==> src/rtl/ccu_op_sequencer.sv <==
// Operation sequencer: start/done handshake with the register file, result and iteration
// progress tracking, abort/error handling. Define CCU_SEQ_TIMERS_EN to add cycle timers.
module ccu_op_sequencer #(
    parameter logic [3:0] LOADED_MASK = 4'b1111
) (
    input  logic        clk,
    input  logic        rst,
    input  logic        operation_start_rd,
    input  logic [3:0]  loaded_rd,
    input  logic        interrupt_soft,
    input  logic        interrupt_abort,
    input  logic        interrupt_error,
    input  logic [31:0] rslt_size_rd,
    input  logic [7:0]  btch_size_rd,
    input  logic        rslt_tlast,
    input  logic        dp_error,
    output logic        dp_start,
    output logic        dp_abort,
    output logic        rw_op_str_reg_en,
    output logic        operation_start_wr,
    output logic        rw_op_dne_reg_en,
    output logic        operation_done_wr,
    output logic [3:0]  loaded_wr,
    output logic        wo_reg_en,
    output logic        wo_reg_rst,
    output logic [5:0]  status,
    output logic [31:0] progress_rslt,
    output logic [31:0] progress_iter,
    output logic [31:0] iter_timer,
    output logic [31:0] iter_latency,
    output logic [31:0] oper_timer,
    output logic [31:0] oper_latency
);

    typedef enum logic [2:0] {
        StIdle, StStr, StBusy, StDone, StAbrt, StErr, StRcvr
    } state_e;

    state_e      state_q, state_d;
    logic        dp_start_q, dp_start_d;
    logic        dp_abort_q, dp_abort_d;
    logic        str_en_q, str_en_d;
    logic        dne_en_q, dne_en_d;
    logic        done_wr_q, done_wr_d;
    logic        wo_en_q, wo_en_d;
    logic        wo_rst_q, wo_rst_d;
    logic        valid_q, valid_d;
    logic [5:0]  status_q, status_d;
    logic [31:0] prog_rslt_q, prog_rslt_d;
    logic [31:0] prog_iter_q, prog_iter_d;
    logic [7:0]  iter_cnt_q, iter_cnt_d;

    logic        any_err, any_stop, count_tlast, iter_done;
    logic [7:0]  batch;

    assign any_err  = interrupt_error | dp_error;
    assign any_stop = interrupt_abort | interrupt_soft;
    assign batch    = (btch_size_rd == 8'd0) ? 8'd1 : btch_size_rd;

    always_comb begin
        state_d     = state_q;
        count_tlast = 1'b0;
        case (state_q)
            StIdle: begin
                if (operation_start_rd && ((loaded_rd & LOADED_MASK) == LOADED_MASK) &&
                    !(any_stop || interrupt_error)) begin
                    state_d = StStr;
                end
            end
            StStr: begin
                if (any_err)                    state_d = StErr;
                else if (rslt_size_rd == 32'd0) state_d = StDone;
                else                            state_d = StBusy;
            end
            StBusy: begin
                // Error beats abort beats the final result; a losing tlast is dropped.
                if (any_err) begin
                    state_d = StErr;
                end else if (any_stop) begin
                    state_d = StAbrt;
                end else if (rslt_tlast) begin
                    count_tlast = 1'b1;
                    if (prog_rslt_q + 32'd1 == rslt_size_rd) state_d = StDone;
                end
            end
            StErr:   state_d = interrupt_soft ? StRcvr : StErr;
            StDone, StAbrt, StRcvr: state_d = any_err ? StErr : StIdle;
            default: state_d = StIdle;
        endcase
    end

    always_comb begin
        prog_rslt_d = prog_rslt_q;
        prog_iter_d = prog_iter_q;
        iter_cnt_d  = iter_cnt_q;
        iter_done   = 1'b0;
        if (count_tlast) begin
            prog_rslt_d = prog_rslt_q + 32'd1;
            iter_cnt_d  = iter_cnt_q + 8'd1;
            if (iter_cnt_d == batch) begin
                iter_done   = 1'b1;
                iter_cnt_d  = 8'd0;
                prog_iter_d = prog_iter_q + 32'd1;
            end
        end
        if (state_d == StStr) begin
            prog_rslt_d = 32'd0;
            prog_iter_d = 32'd0;
            iter_cnt_d  = 8'd0;
        end

        dp_start_d = (state_d == StStr);
        str_en_d   = (state_d == StStr);
        wo_rst_d   = (state_d == StStr);
        dp_abort_d = (state_d == StAbrt);
        dne_en_d   = (state_d == StDone);
        done_wr_d  = (state_d == StDone);
        wo_en_d    = count_tlast | (state_d == StDone);

        valid_d = valid_q;
        if (state_d == StStr)       valid_d = 1'b0;
        else if (state_d == StDone) valid_d = 1'b1;

        status_d = {state_d == StRcvr, valid_d, state_d == StErr, state_d == StErr,
                    (state_d == StStr) || (state_d == StBusy) || (state_d == StDone),
                    state_d == StIdle};
    end

    always_ff @(posedge clk or posedge rst) begin
        if (rst) begin
            state_q     <= StIdle;
            dp_start_q  <= 1'b0;
            dp_abort_q  <= 1'b0;
            str_en_q    <= 1'b0;
            dne_en_q    <= 1'b0;
            done_wr_q   <= 1'b0;
            wo_en_q     <= 1'b0;
            wo_rst_q    <= 1'b0;
            valid_q     <= 1'b0;
            status_q    <= 6'b100000;
            prog_rslt_q <= 32'd0;
            prog_iter_q <= 32'd0;
            iter_cnt_q  <= 8'd0;
        end else begin
            state_q     <= state_d;
            dp_start_q  <= dp_start_d;
            dp_abort_q  <= dp_abort_d;
            str_en_q    <= str_en_d;
            dne_en_q    <= dne_en_d;
            done_wr_q   <= done_wr_d;
            wo_en_q     <= wo_en_d;
            wo_rst_q    <= wo_rst_d;
            valid_q     <= valid_d;
            status_q    <= status_d;
            prog_rslt_q <= prog_rslt_d;
            prog_iter_q <= prog_iter_d;
            iter_cnt_q  <= iter_cnt_d;
        end
    end

`ifdef CCU_SEQ_TIMERS_EN
    logic [31:0] iter_tmr_q, iter_tmr_d;
    logic [31:0] iter_lat_q, iter_lat_d;
    logic [31:0] oper_tmr_q, oper_tmr_d;
    logic [31:0] oper_lat_q, oper_lat_d;

    always_comb begin
        iter_tmr_d = iter_tmr_q;
        iter_lat_d = iter_lat_q;
        oper_tmr_d = oper_tmr_q;
        oper_lat_d = oper_lat_q;
        if (state_q == StBusy) begin
            iter_tmr_d = iter_tmr_q + 32'd1;
            oper_tmr_d = oper_tmr_q + 32'd1;
        end
        if (iter_done) begin
            iter_lat_d = iter_tmr_q + 32'd1;
            iter_tmr_d = 32'd0;
        end
        if (state_d == StDone) oper_lat_d = oper_tmr_q + 32'd1;
        if (state_d == StStr) begin
            iter_tmr_d = 32'd0;
            iter_lat_d = 32'd0;
            oper_tmr_d = 32'd0;
            oper_lat_d = 32'd0;
        end
    end

    always_ff @(posedge clk or posedge rst) begin
        if (rst) begin
            iter_tmr_q <= 32'd0;
            iter_lat_q <= 32'd0;
            oper_tmr_q <= 32'd0;
            oper_lat_q <= 32'd0;
        end else begin
            iter_tmr_q <= iter_tmr_d;
            iter_lat_q <= iter_lat_d;
            oper_tmr_q <= oper_tmr_d;
            oper_lat_q <= oper_lat_d;
        end
    end

    assign iter_timer   = iter_tmr_q;
    assign iter_latency = iter_lat_q;
    assign oper_timer   = oper_tmr_q;
    assign oper_latency = oper_lat_q;
`else
    assign iter_timer   = 32'd0;
    assign iter_latency = 32'd0;
    assign oper_timer   = 32'd0;
    assign oper_latency = 32'd0;
`endif

    assign dp_start           = dp_start_q;
    assign dp_abort           = dp_abort_q;
    assign rw_op_str_reg_en   = str_en_q;
    assign operation_start_wr = 1'b0;
    assign rw_op_dne_reg_en   = dne_en_q;
    assign operation_done_wr  = done_wr_q;
    assign loaded_wr          = 4'b0000;
    assign wo_reg_en          = wo_en_q;
    assign wo_reg_rst         = wo_rst_q;
    assign status             = status_q;
    assign progress_rslt      = prog_rslt_q;
    assign progress_iter      = prog_iter_q;

endmodule
==> config.mk <==
export PLATFORM = sky130hd
export DESIGN_NAME = ccu_op_sequencer
export DESIGN_NICKNAME = d
export VERILOG_FILES = /design/src/rtl/ccu_op_sequencer.sv
export SDC_FILE = /design/constraint.sdc
export NUM_CORES = 1
export LEC_CHECK = 0
export BUFFER_PORTS_ARGS = -buffer_cell sky130_fd_sc_hd__buf_2
export CAP_MARGIN = 10
export CORE_MARGIN = 1
export CORE_UTILIZATION = 40
export CTS_CLUSTER_SIZE = 30
export DETAILED_ROUTE_END_ITERATION = 10
export HOLD_SLACK_MARGIN = 0.12
export PLACE_DENSITY_LB_ADDON = 0.3
export SKIP_LAST_GASP = 1
export SLEW_MARGIN = 0
export SYNTH_ARGS = -nofsm -noshare
export SYNTH_HDL_FRONTEND = slang
export SYNTH_SLANG_ARGS = --single-unit
==> constraint.sdc <==
create_clock -name clk -period 4.6 [get_ports clk]
set_clock_uncertainty 0.15 [all_clocks]
set_input_delay 0.46 -clock clk [delete_from_list [all_inputs] [get_ports clk]]
set_output_delay 0.46 -clock clk [all_outputs]
set_load 0.01 [all_outputs]
==> results.md <==
- Power Density: 254.8 mW/mm2
- Setup TNS: 0 ns
- Max Buffers Root-to-Sink: 2
- Ratio of cells with drive above 1 in the final layout: 0.1911
- Startpoint types: flip-flop
- RSZ-0062 raised after global routing: false
- P_leak: 3.371 nW
- Post-synth cell types: 63
- Ys async rst share: 1.000
- R2R cell count: 8
- Post-CTS setup buffers: 0
- DRT iter0 DRCs: 505
- Largest net degree at the start of global routing: 67
- Worst EP required: 4.72 ns
- Number of global-route vias before repair: 5214
- Max-Slew Margin vs Limit: 0.3016
- Grt ovf: 0
- Vias after detailed routing: 5784
- CTS buffer count: 9
- Max Cap Viol: 0
- Synth Register Bits: 84
- Fin. max-slew vios: 0
- Via density per instance: 5.060
- Worst Path Max Fanout: 14
- PnR worst setup slack: 1.134 ns
- Die Width: 131.7 um
- Total wire length: 17000 um
- Worst reg2reg startpoint: progress_rslt[0]
- Fin crit share: 0.7535
- Final instance area: 0.007273 mm2
- CTS tree: done
- Final #Nets: 971
- Ports: 262
- Warnings, synthesis: 0
- Crit path kind: flip-flop to flip-flop
- Clock sinks: 84
- DRT Pass-1 Iters: 5
- Placer Congestion: 0.9053
- Synthesized area per cell: 8.232 um2
- Clk slew on worst S/H paths: 0.07 ns
- Status: finished clean
- Reg2Reg Setup Slack: 1.13 ns
- Port bufs: 128
- Min cycle time layout: 3.466 ns
- Achievable Freq: 288.5 MHz
- Die Span Y: 131.7 um
- Worst-skew pair later-pin latency: 0.35 ns
- Post-synth EDFFs: 0
- Routed Antenna Nets: 0
- Reg-to-reg endpoint: operation_done_wr
- Hpwl dp: 12320 um
- Arrival time worst endpoint: 3.59 ns
- Placed Area: 0.006993 mm2
- Clock root cell: clkbuf_16
- Maximum vdd drop: 0.0001810 V
- Final setup fails: 0
- Die Footprint: 0.01734 mm2
- # resized after CTS: 0
- Core footprint: 0.01652 mm2
- Std cell rows: 47
- Synth Instances: 817
- Area grow syn2layout: 8.149%
- DR DRC count: 0
- Filler Cells Inserted: 1716
- Final hold violations: 0
- Seq/Total Area, Yosys: 0.3127
- Post-CTS Hold Buffers: 0
- GRT Total Usage: 0.2004
- Synthesized area: 0.006725 mm2
- CP Capture Type: flip-flop
- Layout Utilization: 0.4401
- Synth Flop Type: dfrtp_1
- Worst slack at placement: 1.050 ns
- Worst hold path type: input port to async pin
- Final hold slack: 0.1704 ns
- Worst Max-Slew Pin Slew: 1.048 ns
- Initial antenna violation count: 2
- Post-DR wirelength/cell: 14.87 um
- First-pass GRT wire length: 27740 um
- CTS H-tree depth: 3
- Initial Util: 0.4070
## flip-flops by register name, summed over array words and instances (netlist names)
name,flops
dp_abort,1
wo_reg_en,1
iter_cnt_q,8
wo_reg_rst,1
progress_iter,32
progress_rslt,32
status,5
operation_done_wr,1
state_q,3
## critical path: stages (launching register included)
cell and delay, ns:
dfrtp_1 0.53, ha_1 0.31, and3_1 0.26, and4_1 0.54, nand4_1 0.22, xor2_1 0.18, a2111oi_0 0.77, nand4_1 0.23
a21oi_1 0.19
## placed cells by master (no fill, tap or decap), types with 4 or more instances in the layout
| cell | instances |
|---|---|
| conb_1 | 133 |
| buf_2 | 128 |
| dfrtp_1 | 83 |
| nor2_1 | 79 |
| nand2_1 | 60 |
| xnor2_1 | 45 |
| o21ai_0 | 45 |
| xor2_1 | 39 |
| nand3_1 | 35 |
| nor3_1 | 27 |
| o31ai_1 | 22 |
| nand4_1 | 20 |
| inv_1 | 18 |
| a21oi_1 | 15 |
| nor4_1 | 14 |
| a31oi_1 | 14 |
| and3_1 | 12 |
| and4_1 | 9 |
| clkbuf_16 | 9 |
| buf_4 | 7 |
| or3_1 | 6 |
| nor2b_1 | 6 |
| o41ai_1 | 6 |
| and2_1 | 5 |
| a211oi_1 | 4 |
| mux2i_1 | 4 |
| o21a_1 | 4 |
| nand2b_1 | 4 |
| a31o_2 | 4 |
## stage by stage
step,cells,power (W)
after floorplan,949,0.001146
after global placement,1125,0.001166
after detailed placement,1125,0.001166
after CTS,1141,0.001873
after global routing,1141,0.001942
final,1143,0.001853
## logic make-up (layout without fill, tap and decap cells)
family / Yosys count / in the layout / share of synthesized area
flip-flops: 84 / 84 / 0.3127
multiplexers: 7 / 7 / 0.01098
other: 1 / 135 / 0.0005576
XOR/XNOR: 84 / 84 / 0.1094
AND/OR/NAND/NOR: 296 / 296 / 0.2268
AO/OA/AOI/OAI: 143 / 143 / 0.1427
buffers and inverters: 198 / 170 / 0.1898
adder cells (fa/ha/maj): 4 / 4 / 0.007070
## power by group
| part | internal [W] | switching (W) |
|---|---|---|
| registers | 0.000781 | 0.0000465 |
| logic | 0.000113 | 0.000210 |
| clock network | 0.000368 | 0.000334 |
## area by class of cell
| type | count | area (um2) | area share |
|---|---|---|---|
| inverters | 19 | 72.57 | 0.009978 |
| diodes | 2 | 5.005 | 0.0006881 |
| clock buffers | 9 | 225.2 | 0.03097 |
| clock inverters | 7 | 50.05 | 0.006881 |
| multi-input cells | 667 | 3849 | 0.5292 |
| flip-flops and latches | 84 | 2103 | 0.2892 |
| well taps | 220 | 275.3 | 0.03785 |
| repair buffers | 135 | 693.2 | 0.09530 |
## how the worst max path moves through the flow
stage,endpoint,slack [ns],start
after global routing,operation_done_wr,0.84,progress_rslt[0]
final,operation_done_wr,1.13,progress_rslt[0]
after detailed placement,iter_cnt_q[5],1.05,interrupt_soft
after floorplan,operation_done_wr,1.79,progress_rslt[4]
after CTS,operation_done_wr,1.14,progress_rslt[0]
after global placement,iter_cnt_q[5],1.16,interrupt_soft
## metal layers
metal | track usage | up-vias | share of wire
li1 | - | 2804 | -
met1 | 0.2740 | 2708 | 0.46
met2 | 0.3110 | 250 | 0.45
met3 | 0.05093 | 22 | 0.075
met4 | 0.05685 | 0 | 0.016
met5 | 0 | - | 0
## cells in the mapped netlist, types with 3 or more instances
cell         n  area [um2]
a31oi_1     15       93.84
o31ai_1     22       165.2
buf_2       10       50.05
nor4_1      14       87.58
or3_1        6       37.54
xor2_1      39       341.6
buf_4      138        1036
ha_1         3       37.54
nand2b_1     4       25.02
mux2i_1      4       40.04
nor2_1      79       296.5
clkbuf_1    23       86.33
a41oi_1      3       26.28
a31o_2       4       35.03
buf_1        6       22.52
and3_1      12       75.07
and2_1       5       31.28
a211oi_1     4       30.03
o21ai_0     45       225.2
a32o_1       3       30.03
o21a_1       4       30.03
dfrtp_1     83        2077
nor2b_1      6       37.54
o2111ai_1    3       26.28
nor4_2       3       37.54
nand2_1     60       225.2
nor3_1      27       135.1
and4_1      10       87.58
mux2_2       3       33.78
nand3_1     35       175.2
or2_2        3       18.77
nand4_1     20       125.1
a21oi_1     15       75.07
o41ai_1      6       52.55
inv_1       19       71.32
a22oi_1      3       22.52
xnor2_1     45       394.1
Note: power is estimated with default switching activity, not from simulation.
